[src/rtl/mmio_cmd_sink.sv]
// MMIO store sink: TXCMD stores enter a DEPTH-entry FIFO drained over cmd_valid/cmd_ready; STATUS is read back 1 cycle later.
// A full FIFO drops the store, sets sticky ovf and counts drops. The head word holds while cmd_ready is low.
module mmio_cmd_sink #(
   parameter int                DEPTH  = 8,
   parameter int                ADDR_W = 12,
   parameter logic [ADDR_W-1:0] BASE   = 12'hFF0
) (
   input  logic              clock,
   input  logic              resetn,
   input  logic [ADDR_W-1:0] address_dmem,
   input  logic [31:0]       data,
   input  logic              wren,
   output logic              mmio_sel,
   output logic [31:0]       q_mmio,
   output logic              cmd_valid,
   output logic [31:0]       cmd_data,
   input  logic              cmd_ready
);

   localparam int PW = $clog2(DEPTH);
   localparam logic [PW:0] CNT_FULL = (PW+1)'(DEPTH);

   logic [PW-1:0] head;
   logic [PW-1:0] tail;
   logic [PW:0]   count;
   logic          ovf;
   logic [7:0]    drops;
   logic [31:0]   mem [DEPTH];

   logic [1:0]  offset;
   logic        full;
   logic        empty;
   logic        push_req;
   logic        push;
   logic        pop;
   logic        clr;
   logic [31:0] status;

   assign offset    = address_dmem[1:0];
   assign mmio_sel  = (address_dmem[ADDR_W-1:2] == BASE[ADDR_W-1:2]);
   assign full      = (count == CNT_FULL);
   assign empty     = (count == '0);
   assign push_req  = wren & mmio_sel & (offset == 2'd0);
   // Acceptance looks only at occupancy at the start of the cycle, so a same-cycle pop cannot rescue a push into a full FIFO.
   assign push      = push_req & ~full;
   assign pop       = cmd_valid & cmd_ready;
   assign clr       = wren & mmio_sel & (offset == 2'd2) & data[0];
   assign status    = {drops, 8'h00, 8'(count), 5'b0, ovf, full, empty};
   assign cmd_valid = ~empty;
   assign cmd_data  = mem[head];

   always_ff @(posedge clock or negedge resetn) begin
      if (!resetn) begin
         head   <= '0;
         tail   <= '0;
         count  <= '0;
         ovf    <= 1'b0;
         drops  <= 8'h00;
         q_mmio <= 32'h0;
         for (int i = 0; i < DEPTH; i++) mem[i] <= 32'h0;
      end else begin
         if (push) begin
            mem[tail] <= data;
            tail      <= tail + 1'b1;
         end
         if (pop) head <= head + 1'b1;
         if (push && !pop) count <= count + 1'b1;
         else if (pop && !push) count <= count - 1'b1;
         if (push_req && full) begin
            ovf <= 1'b1;
            if (drops != 8'hFF) drops <= drops + 1'b1;
         end else if (clr) begin
            ovf   <= 1'b0;
            drops <= 8'h00;
         end
         q_mmio <= (mmio_sel && offset == 2'd1) ? status : 32'h0;
      end
   end

endmodule

[config.mk]
export PLATFORM = sky130hd
export DESIGN_NAME = mmio_cmd_sink
export DESIGN_NICKNAME = d
export VERILOG_FILES = /design/src/rtl/mmio_cmd_sink.sv
export SDC_FILE = /design/constraint.sdc
export NUM_CORES = 1
export LEC_CHECK = 0
export ABC_AREA = 1
export CORE_MARGIN = 4
export CORE_UTILIZATION = 59
export DETAILED_ROUTE_END_ITERATION = 8
export DONT_BUFFER_PORTS = 1
export PLACE_DENSITY = 0.86
export SETUP_SLACK_MARGIN = 0.02
export SYNTH_ARGS = -nofsm -noshare
export SYNTH_HDL_FRONTEND = slang
export SYNTH_SLANG_ARGS = --single-unit
[constraint.sdc]
create_clock -name clock -period 4.85 [get_ports clock]
set_clock_uncertainty 0.15 [all_clocks]
set_input_delay 0.2425 -clock clock [delete_from_list [all_inputs] [get_ports clock]]
set_output_delay 0.2425 -clock clock [all_outputs]
set_load 0.01 [all_outputs]
==> run_results.csv <==
group,metric,value,unit
clock_network,cts.clk_slew.worst_paths,0.06,ns
clock_network,cts.htree.levels,1,
floorplan,die_height,160,um
timing,rsz0062_at_grt,"false",
grt,grt_max_degree,291,
placed_design,dp.final_hpwl,17100,um
pwr,peakVddDrop,404,uV
timing,finalHoldViolations,290,
finish,area_growth_syn_to_layout,7.88,%
yosys,ys_seq_elements,290,
floorplan,core-area,22600,um2
drt,final_antenna_net_count,0,
yosys,synth_area_per_cell,8.87,um2
outcome,status,"finished with violations",
pwr,power_frac_seq,37.7,%
clock_network,clock_latency,0.55,ns
clock_network,cts-root-buf,"clkbuf_16",
drt,drtIter0Drc,1006,
pwr,clockPowerShare,35.2,%
timing,setup_violations,0,
clock_network,cts_hold_buf,36,
worst_setup_path,required,4.46,ns
clock_network,cts_sinks,290,
finish,n_fill_cell,1779,
worst_setup_path,worst_ep_arrival_time,3.04,ns
timing,max_slew_margin,22.6,%
finish,seqCellArea,7260,um2
job,maxCapViolations,0,
floorplan,num_io_pins,114,
timing,min_period,3.43,ns
outcome,violations,"negative hold slack",
placed_design,routabilityCongestion,0.798,
yosys,async_flop_share,100,%
worst_setup_path,worst-setup-path-type,"flip-flop to output port",
drt,first_pass_iters,5,
pwr,switching_power,2480,uW
drt,drc,0,
finish,layout_commonest_cell,"nand2_1",
pwr,p_comb_share,27.1,%
yosys,synthFlopType,"dfrtp_1",
grt,grt_pass1_vias,10400,
timing,holdWs,-0.763,ns
grt,track_usage,24.1,%
yosys,synth_area,13600,um2
yosys,synth_edf_count,0,
finish,drive_gt1_share,8.36,%
clock_network,tritoncts,"done",
worst_setup_path,critPathCaptureType,"output port",
floorplan,die_area,25600,um2
grt,antenna_found_initial,0,
finish,num_antenna_cells,0,
floorplan,initial_utilization,60.1,%
finish,multiInputGateArea,5320,um2
pwr,swShare,34.9,%
drt,wl_per_cell,16.9,um
drt,route.vias.total,10600,
timing,maxSlewViolCount,0,
worst_setup_path,crit_fanout,91,
worst_setup_path,start_kind,"flip-flop",
clock_network,ctsLongestPathBuffers,3,
yosys,yosys.cell_types.count,36,
yosys,yosysSeqAreaShare,53.3,%
worst_setup_path,r2r_cells,6,
floorplan,die_w,160,um
timing,fin_crit_sh,70.8,%
worst_hold_path,hold_class,"input pin to async pin",
floorplan,rows,55,
timing,clock.fmax,291,MHz
grt,grt_pass1_wl,52200,um
grt,grt.overflow.total,0,
clock_network,ctsResizeCount,0,
finish,most-common-layout-cells,"nand2_1 (390), dfrtp_1 (288), nor2_1 (224), o21ai_1 (186), o21ai_0 (94)",
timing,fin_setup_tns,0,ns
pwr,powerDensity,484,nW/um2
finish,nets,1563,
placed_design,io_buffer_count,0,
pwr,p_int,4630,uW
yosys,syn_inst,1535,
pwr,p_leak,0.00687,uW
clock_network,post-cts-setup-buffers,0,
drt,wl,30700,um
yosys,yosysWarnings,0,
clock_network,cts_buffers,30,
drt,viasPerCell,5.83,
timing,worst_slew_pin_slew,1.16,ns
[state kept, by name, indices dropped and copies added (netlist names)]
name and cells:
ovf 1, tail 3, count 4, head 3
drops 8, mem 256, q_mmio 15
[synth_stat cells (3+ instances only)]
cell / number / area share, %
o21ai_2: 43 / 2.8
clkbuf_1: 37 / 1.0
o21ai_0: 94 / 3.5
xor2_1: 8 / 0.51
nor3_1: 3 / 0.11
nor2_1: 224 / 6.2
nand4_4: 8 / 1.3
o32ai_1: 64 / 4.1
buf_4: 17 / 0.94
buf_6: 42 / 3.5
o21ai_1: 186 / 6.8
inv_1: 60 / 1.7
a21oi_1: 3 / 0.11
nand2_1: 390 / 11
buf_2: 19 / 0.70
dfrtp_1: 290 / 53
ha_1: 6 / 0.55
nand3_1: 18 / 0.66
[power groups by stage]
stage,combinational [uW],sequential [uW],clock [uW]
after floorplan,1620,2520,0
after global placement,1830,2710,0
after detailed placement,1880,2710,0
after CTS,1930,2670,2530
after global routing,2160,2690,2630
final,1930,2680,2500
[cell type report]
cell class	instances	area share (%)
inverters	62	1.62
repair buffers	42	2.76
well taps	285	2.43
multi-input cells	1082	36.2
clock buffers	40	6.06
clock inverters	16	1.42
flip-flops and latches	290	49.5
[worst paths after layout]
kind	endpoint	slack (ns)	startpoint
worst max-delay path	cmd_data[2]	1.42	head[0]
worst min-delay path	drops[3]	-0.76	resetn
worst max register to register	mem[238]	2.23	count[0]
worst min register to register	mem[52]	0.33	mem[52]
max in group asynchronous	mem[49]	4.64	resetn
min in group clock	q_mmio[25]	0.01	address_dmem[0]
[metrics by stage]
stage	instance area (um2)	instances	power [uW]	util, %	setup slack, ns
after global routing	14700	1817	7480	64.9	1.24
after global placement	13200	1725	4540	58.4	2.04
after detailed placement	13200	1725	4590	58.4	2.03
final	14700	1817	7110	64.9	1.42
after floorplan	13700	1551	4140	-	2.49
after CTS	14700	1817	7120	64.9	1.42
[logic make-up after synthesis]
kind of cell	Yosys count	share of synthesized area, %
other cells	1	0.0276
compound gates	390	17.3
xor+xnor	10	0.644
flops	290	53.3
fa+ha+maj	7	0.699
mux	1	0.0827
buf+inv	179	8.03
simple gates	657	19.9
[worst max-delay path, stage by stage, from the launching register on]
cell and delay, ns:
dfrtp_4 0.70, inv_4 0.81, buf_4 0.38, nor2_1 0.07, o32ai_1 0.21, nand2_1 0.08
nand2_1 0.20
[per-layer routing]
| layer | part of all wire (%) | vias to the layer above | global-route usage [%] |
|---|---|---|---|
| li1 | - | 4998 | - |
| met1 | 43 | 5191 | 33.2 |
| met2 | 49 | 353 | 40.0 |
| met3 | 6.3 | 46 | 4.80 |
| met4 | 1.7 | 0 | 5.71 |
| met5 | 0 | - | 0 |
Note: power is estimated with default switching activity, not from simulation.
